### src/rtl/vrased_reset_ctrl.sv
// VRASED violation-to-reset controller: stretches monitor violations into a core reset request,
// records sticky and first causes, counts episodes and waits for the core to refetch the reset vector.
module vrased_reset_ctrl #(
    parameter logic [15:0] RESET_HANDLER = 16'h0000,
    parameter int unsigned RST_CYCLES    = 8,
    parameter int unsigned PC_TIMEOUT    = 16
) (
    input  logic        clk,
    input  logic        reset_n,
    input  logic [5:0]  viol,
    input  logic [15:0] pc,
    input  logic        cause_clr,
    output logic        sys_rst,
    output logic        busy,
    output logic [5:0]  cause,
    output logic [5:0]  first_cause,
    output logic [7:0]  viol_cnt
);

    localparam logic [7:0] RST_LAST = 8'(RST_CYCLES - 1);
    localparam logic [7:0] TO_LAST  = 8'(PC_TIMEOUT - 1);

    typedef enum logic [1:0] {
        IDLE    = 2'd0,
        ASSERT  = 2'd1,
        WAIT_PC = 2'd2
    } state_e;

    state_e      state_q, state_d;
    logic [7:0]  rst_cnt_q, rst_cnt_d;
    logic [7:0]  to_cnt_q, to_cnt_d;
    logic        sys_rst_q, sys_rst_d;
    logic        busy_q, busy_d;
    logic [5:0]  cause_q, cause_d;
    logic [5:0]  first_cause_q, first_cause_d;
    logic [7:0]  viol_cnt_q, viol_cnt_d;
    logic        hit;
    logic        new_episode;

    assign hit = |viol;

    always_comb begin
        state_d       = state_q;
        rst_cnt_d     = rst_cnt_q;
        to_cnt_d      = to_cnt_q;
        cause_d       = cause_q;
        first_cause_d = first_cause_q;
        viol_cnt_d    = viol_cnt_q;
        new_episode   = 1'b0;

        case (state_q)
            IDLE: begin
                if (hit) begin
                    state_d     = ASSERT;
                    rst_cnt_d   = RST_LAST;
                    new_episode = 1'b1;
                end else if (cause_clr) begin
                    cause_d       = '0;
                    first_cause_d = '0;
                end
            end
            ASSERT: begin
                if (hit) begin
                    rst_cnt_d = RST_LAST;
                end else if (rst_cnt_q == 8'd0) begin
                    state_d  = WAIT_PC;
                    to_cnt_d = '0;
                end else begin
                    rst_cnt_d = rst_cnt_q - 8'd1;
                end
            end
            WAIT_PC: begin
                if (hit) begin
                    state_d     = ASSERT;
                    rst_cnt_d   = RST_LAST;
                    new_episode = 1'b1;
                end else if (pc == RESET_HANDLER) begin
                    state_d = IDLE;
                end else if (to_cnt_q == TO_LAST) begin
                    state_d   = ASSERT;
                    rst_cnt_d = RST_LAST;
                end else begin
                    to_cnt_d = to_cnt_q + 8'd1;
                end
            end
            default: state_d = IDLE;
        endcase

        // A violation is always recorded, so it overrides any clear taken above.
        if (hit) begin
            cause_d = cause_q | viol;
        end
        if (new_episode) begin
            if (viol_cnt_q != 8'hFF) begin
                viol_cnt_d = viol_cnt_q + 8'd1;
            end
            if (first_cause_q == 6'd0) begin
                first_cause_d = viol;
            end
        end

        // Outputs are registered from the next state so they line up with the state flop.
        sys_rst_d = (state_d == ASSERT);
        busy_d    = (state_d != IDLE);
    end

    always_ff @(posedge clk or negedge reset_n) begin
        if (!reset_n) begin
            state_q       <= IDLE;
            rst_cnt_q     <= '0;
            to_cnt_q      <= '0;
            sys_rst_q     <= 1'b0;
            busy_q        <= 1'b0;
            cause_q       <= '0;
            first_cause_q <= '0;
            viol_cnt_q    <= '0;
        end else begin
            state_q       <= state_d;
            rst_cnt_q     <= rst_cnt_d;
            to_cnt_q      <= to_cnt_d;
            sys_rst_q     <= sys_rst_d;
            busy_q        <= busy_d;
            cause_q       <= cause_d;
            first_cause_q <= first_cause_d;
            viol_cnt_q    <= viol_cnt_d;
        end
    end

    assign sys_rst     = sys_rst_q;
    assign busy        = busy_q;
    assign cause       = cause_q;
    assign first_cause = first_cause_q;
    assign viol_cnt    = viol_cnt_q;

endmodule

### config.mk
export PLATFORM = sky130hd
export DESIGN_NAME = vrased_reset_ctrl
export DESIGN_NICKNAME = d
export VERILOG_FILES = /design/src/rtl/vrased_reset_ctrl.sv
export SDC_FILE = /design/constraint.sdc
export NUM_CORES = 1
export LEC_CHECK = 0
export BUFFER_PORTS_ARGS = -buffer_cell sky130_fd_sc_hd__buf_2
export CAP_MARGIN = 25
export CORE_UTILIZATION = 45
export DETAILED_ROUTE_END_ITERATION = 8
export GPL_TIMING_DRIVEN = 0
export PLACE_DENSITY = 0.69
export RECOVER_POWER = 100
export SLEW_MARGIN = 20
export SYNTH_ARGS = -nofsm -noshare
export SYNTH_HDL_FRONTEND = slang
export SYNTH_SLANG_ARGS = --single-unit
### constraint.sdc
create_clock -name clk -period 2.5 [get_ports clk]
set_input_delay 0.125 -clock clk [delete_from_list [all_inputs] [get_ports clk]]
set_output_delay 0.125 -clock clk [all_outputs]
set_load 0.01 [all_outputs]
# [Yosys cells after proc, flatten, opt, wreduce, memory -nomap -nowiden]
# Cells that the tools add are included.
# Widths: inputs -> output; s select.
[op_classes] add_sub_neg=3 eq_ne=14 muxes=30 bitwise=1 n_reduce_logical=15
[op_table] op="$mux 8" n=11
[op_table] op="$mux 6" n=8
[op_table] op="$pmux 8 s3" n=1
[op_table] op="$add 8x1->8 const B" n=2
[op_table] op="$logic_not 16->1" n=1
[op_table] op="$pmux 8 s2" n=1
[op_table] op="$mux 2" n=6
[op_table] op="$ne 2x2->1 const B" n=6
[op_table] op="$ne 3x3->1 const B" n=3
[op_table] op="$eq 8x4->1 const B" n=1
[op_table] op="$logic_not 8->1" n=1
[op_table] op="$ne 8x8->1 const B" n=1
[op_table] op="$reduce_bool 2->1" n=4
[op_table] op="$sub 8x1->8 const B" n=1
[op_table] op="$logic_not 6->1" n=1
[op_table] op="$or 6x6->6" n=1
[op_table] op="$pmux 2 s3" n=1
[op_table] op="$reduce_and 6->1" n=1
[op_table] op="$reduce_or 6->1" n=1
[op_table] op="$reduce_and 5->1" n=1
[op_table] op="$eq 2x1->1 const B" n=2
[op_table] op="$reduce_and 2->1" n=2
[op_table] op="$reduce_bool 3->1" n=1
[op_table] op="$eq 2x2->1 const B" n=1
[op_table] op="3 further kinds" n=4
[word_totals] register_bits=40 input_bits=25 output_inout_bits=22 word_cells=71

# [Depth between registers and ports, before layout]
[depth] depth_word=6 mapped_depth=7 mapped_depth_nobuf=7

# [Worst setup path before layout]
# No wires, ideal clock.
[synth_path] path_kind="register -> register" start="reg to_cnt_q[0]" end="reg rst_cnt_q[1]" setup_time_ns=0.125 arrival_time_ns=1.898 required_ns=2.375 path_slack_ns=0.477 stages_incl_launch_ff=8 n_path_buf=0 synth_period_minus_slack_ns=2.023 path_cell_list="dfrtp_1 > ha_1 > and3_1 > and2_1 > a311oi_2 > a21o_2 > inv_1 > mux2_2"
[synth_via] elab_chain_len=3
[synth_lines] element="start, declared" line_no="31" source="logic [7:0] to_cnt_q, to_cnt_d;"
[synth_lines] element="start signal, assigned" line_no="120" source="to_cnt_q <= to_cnt_d;"
[synth_lines] element="$eq 8x4->1" line_no="79" source="end else if (to_cnt_q == TO_LAST) begin"
[synth_lines] element="$ne 3x3->1 (no source line)"
[synth_lines] element="$reduce_and 5->1 (no source line)"
[synth_lines] element="end signal, assigned" line_no="119" source="rst_cnt_q <= rst_cnt_d;"
[synth_lines] element="end, declared" line_no="30" source="logic [7:0] rst_cnt_q, rst_cnt_d;"
# No other way between the ends.
# A chain may end at the register's enable or synchronous reset.

# [Final worst setup path]
# Ends and elaborated chain as after synthesis.

==> results.sh <==
export IMPL_cp_cell_sequence="ha_1 > and3_1 > and2_1 > a311oi_2 > a21o_2 > inv_1 > mux2_2"
export IMPL_final_antenna_net_count=0
export IMPL_hp_class="in2reg"
export IMPL_cts_max_level=2
export IMPL_switching_share_pct=20.2
export IMPL_synth_distinct_cells=37
export IMPL_synth_area_leaders="dfrtp_1 (52%), nor4_1 (3.6%), o31ai_1 (3.1%)"
export IMPL_critPathLaunchType="flop"
export IMPL_core_area_um2=4060
export IMPL_grt_pass1_wl_um=6750
export IMPL_timing_rr_end="rst_cnt_q[1]"
export IMPL_grt_ovfl_total=0
export IMPL_path_class="reg2reg"
export IMPL_num_vias=1595
export IMPL_drv_slew=0
export IMPL_maxCapViolations=0
export IMPL_setup_viol=0
export IMPL_p_comb_share_pct=4.1
export IMPL_grt_pass1_vias=1480
export IMPL_cts_path_max_buffers=2
export IMPL_clock_latency_ps=300
export IMPL_yosysSeqAreaShare_pct=52.0
export IMPL_slew_headroom_pct=31.6
export IMPL_grt_max_degree=41
export IMPL_cp_top_family="compound AO/OA/AOI/OAI gates"
export IMPL_place_gp_congestion=0.748
export IMPL_clock_sinks=40
export IMPL_final_nets=262
export IMPL_io_pins=47
export IMPL_fill_cells=340
export IMPL_yosysWarningCount=0
export IMPL_syn_area_um2=1920
export IMPL_die_h_um=67.4
export IMPL_ir_drop_v=0.000316
export IMPL_hold_path_depth=2
export IMPL_drc=0
export IMPL_path_depth=7
export IMPL_grt_setup_unrepaired="no"
export IMPL_dp_cells=275
export IMPL_die_area_um2=4540
export IMPL_wire_per_inst_um=14.6
export IMPL_r2r_slack_ps=120
export IMPL_start_util_pct=47.4
export IMPL_multi_input_area_um2=871
export IMPL_yosysTopAreaCell="dfrtp_1"
export IMPL_cts_resized=0
export IMPL_area_delta_synth_final_pct=20.2
export IMPL_rr_startpoint="to_cnt_q[0]"
export IMPL_diodes=0
export IMPL_arrival_ps=2560
export IMPL_p_int_mw=1.03
export IMPL_r2r_cells=7
export IMPL_fp_dieW_um=67.4
export IMPL_status="completed"
export IMPL_numPortBuffers=46
export IMPL_hold_viol_final=0
export IMPL_stdcell_area_um2=2310
export IMPL_syn_nets=208
export IMPL_clkPwrFrac_pct=44.9
export IMPL_grt_usage_pct=20.6
export IMPL_crit_buf_inv=1
export IMPL_crit_fanout=7
export IMPL_p_switching_mw=0.261
export IMPL_power_density_nw_per_um2=557
export IMPL_finalCritPeriodShare_pct=95.1
export IMPL_grt_antenna_before_repair=0
export IMPL_rows=23
export IMPL_drive_above_1_share_pct=17.5
export IMPL_fmax_mhz=421
export IMPL_dpl_hpwl_um=2890
export IMPL_numCtsBuffers=5
export IMPL_worst_pin_slew_ps=1020
export IMPL_end_kind="flop"
export IMPL_seq_area_um2=1000
export IMPL_power_leakage_nw=0.994
export IMPL_drt_iter0_drc=88
export IMPL_cpPeakStageDelay_ps=570
export IMPL_cts_tree="built"
export IMPL_finalCriticalPeriod_ps=2380
export IMPL_slowest_stage="a311oi_2"
export IMPL_min_from="viol[1]"
export IMPL_wirelength_um=4160
export IMPL_ys_seq_elements=40
export IMPL_yosysTopAreaCellShare_pct=52.0
export IMPL_cts_setup_buffers=0
export IMPL_whs_endpoint="cause[1]"
export IMPL_vias_per_cell=5.62
export IMPL_fin_setup_tns_ps=0
export IMPL_syn_area_per_cell_um2=10.7
export IMPL_fin_skew_ps=4.67
export IMPL_cp_required_ps=2680
export IMPL_seqPwrFrac_pct=51.1
export IMPL_cts_clk_slew_worst_paths_ps=80
export IMPL_first_pass_iters=4
export IMPL_placed_area_um2=2220
export IMPL_synth_cells=179
export IMPL_clockRootBuffer="clkbuf_8"
export IMPL_fin_cells=284
[worst max path at each step]
stage / from / to / slack [ps]
final: to_cnt_q[0] / rst_cnt_q[1] / 120
after global routing: to_cnt_q[0] / rst_cnt_q[1] / 40
after global placement: to_cnt_q[0] / rst_cnt_q[1] / 160
after floorplan: to_cnt_q[0] / rst_cnt_q[1] / 480
after detailed placement: to_cnt_q[0] / rst_cnt_q[1] / 160
after CTS: to_cnt_q[0] / rst_cnt_q[1] / 130
[cell families (layout without fill, tap and decap cells)]
kind of cell / after synthesis / in the layout / synth area share, %
compound gates: 42 / 42 / 17.1
simple gates: 73 / 73 / 21.3
buf+inv: 10 / 65 / 2.08
mux: 3 / 3 / 1.69
xor+xnor: 7 / 7 / 3.19
fa+ha+maj: 4 / 4 / 2.60
flops: 40 / 40 / 52.0
[Yosys cell counts]
cell type   n
mux2i_1     1
or4_1       3
nand2_1    10
a311oi_2    2
nor2b_1     2
o211a_1     1
or3_1       3
xnor2_1     6
o21ai_0     6
dfrtp_1    40
or3_4       1
a21o_2      1
a22o_1      6
nand2b_1    4
inv_1       6
a21o_1      6
a41oi_1     1
a31oi_1     3
and3_2      2
o211ai_2    1
nor3_1      3
a211o_1     4
o211ai_1    1
a21oi_1     2
clkbuf_1    2
or3_2       1
o31ai_1     8
mux2_2      2
ha_1        4
nor2_1      9
nand4_1     9
buf_2       2
and2_1      2
and3_1      6
nand3_1     7
nor4_1     11
xor2_1      1
[what timing repair did]
item | CTS | global route
endpoints found under the setup margin | 0 | 0
hold buffers | 1 | 0
endpoints found under the hold margin | 40 | 0
[routing by layer]
layer / wire [µm] / vias to the layer above / global-route usage (%)
li1: - / 788 / -
met1: 2050 / 763 / 27.8
met3: 190 / 6 / 6.93
met5: 0 / - / 0
met4: 65 / 0 / 7.98
met2: 1850 / 38 / 30.4
[cell type report]
| type | count | share of cell area, % |
|---|---|---|
| buffer | 4 | 0.703 |
| clock buffer | 7 | 4.17 |
| clock inverter | 1 | 1.30 |
| inverter | 6 | 0.974 |
| multi-input combinational | 129 | 37.7 |
| sequential | 40 | 43.3 |
| tap | 50 | 2.71 |
| timing repair buffer | 47 | 9.20 |
[state kept, by name, summed over array words and instances, names as in the netlist]
signal       cells
state_q          2
rst_cnt_q        8
cause            6
to_cnt_q         8
first_cause      6
viol_cnt         8
busy             1
sys_rst          1
[power groups by stage]
stage / clock, mW / combinational, mW / sequential [mW]
2_1_floorplan: 0 / 0.00980 / 0.673
5_1_grt: 0.617 / 0.0611 / 0.659
3_5_place_dp: 0 / 0.0546 / 0.671
6_report: 0.578 / 0.0524 / 0.658
3_3_place_gp: 0 / 0.0542 / 0.671
4_1_cts: 0.593 / 0.0560 / 0.658
[worst register-to-register path, delay by kind of cell, from the launching register on]
kind	cells	cell delay, ps
muxes	1	280
adders and majority gates	1	250
buffers and inverters	1	120
AOI/OAI and AO/OA	2	830
DFF	1	420
and+or+nand+nor	2	360
[layout by cell type, fill, tap and decap left out, types with 3 or more instances in the layout]
cell / synthesis / final
dfrtp_1: 40 / 40
clkbuf_1: 2 / 25
buf_2: 2 / 24
nor4_1: 11 / 11
nand2_1: 10 / 10
nor2_1: 9 / 9
nand4_1: 9 / 9
o31ai_1: 8 / 8
nand3_1: 7 / 7
clkbuf_8: 0 / 7
inv_1: 6 / 6
and3_1: 6 / 6
o21ai_0: 6 / 6
a22o_1: 6 / 6
a21o_1: 6 / 6
xnor2_1: 6 / 6
nand2b_1: 4 / 4
a211o_1: 4 / 4
ha_1: 4 / 4
nor3_1: 3 / 3
a31oi_1: 3 / 3
or3_1: 3 / 3
or4_1: 3 / 3
[per-stage QoR]
step | setup WS (ps) | hold WS, ps | power [mW] | util [%]
2_1_floorplan | 477 | -171 | 0.682 | -
3_3_place_gp | 157 | 300 | 0.725 | 54.6
3_5_place_dp | 163 | 301 | 0.726 | 54.6
4_1_cts | 128 | 33.7 | 1.31 | 58.0
5_1_grt | 44.7 | 36.6 | 1.34 | 57.0
6_report | 123 | 46.2 | 1.29 | 57.0
Note: power is estimated with default switching activity, not from simulation.
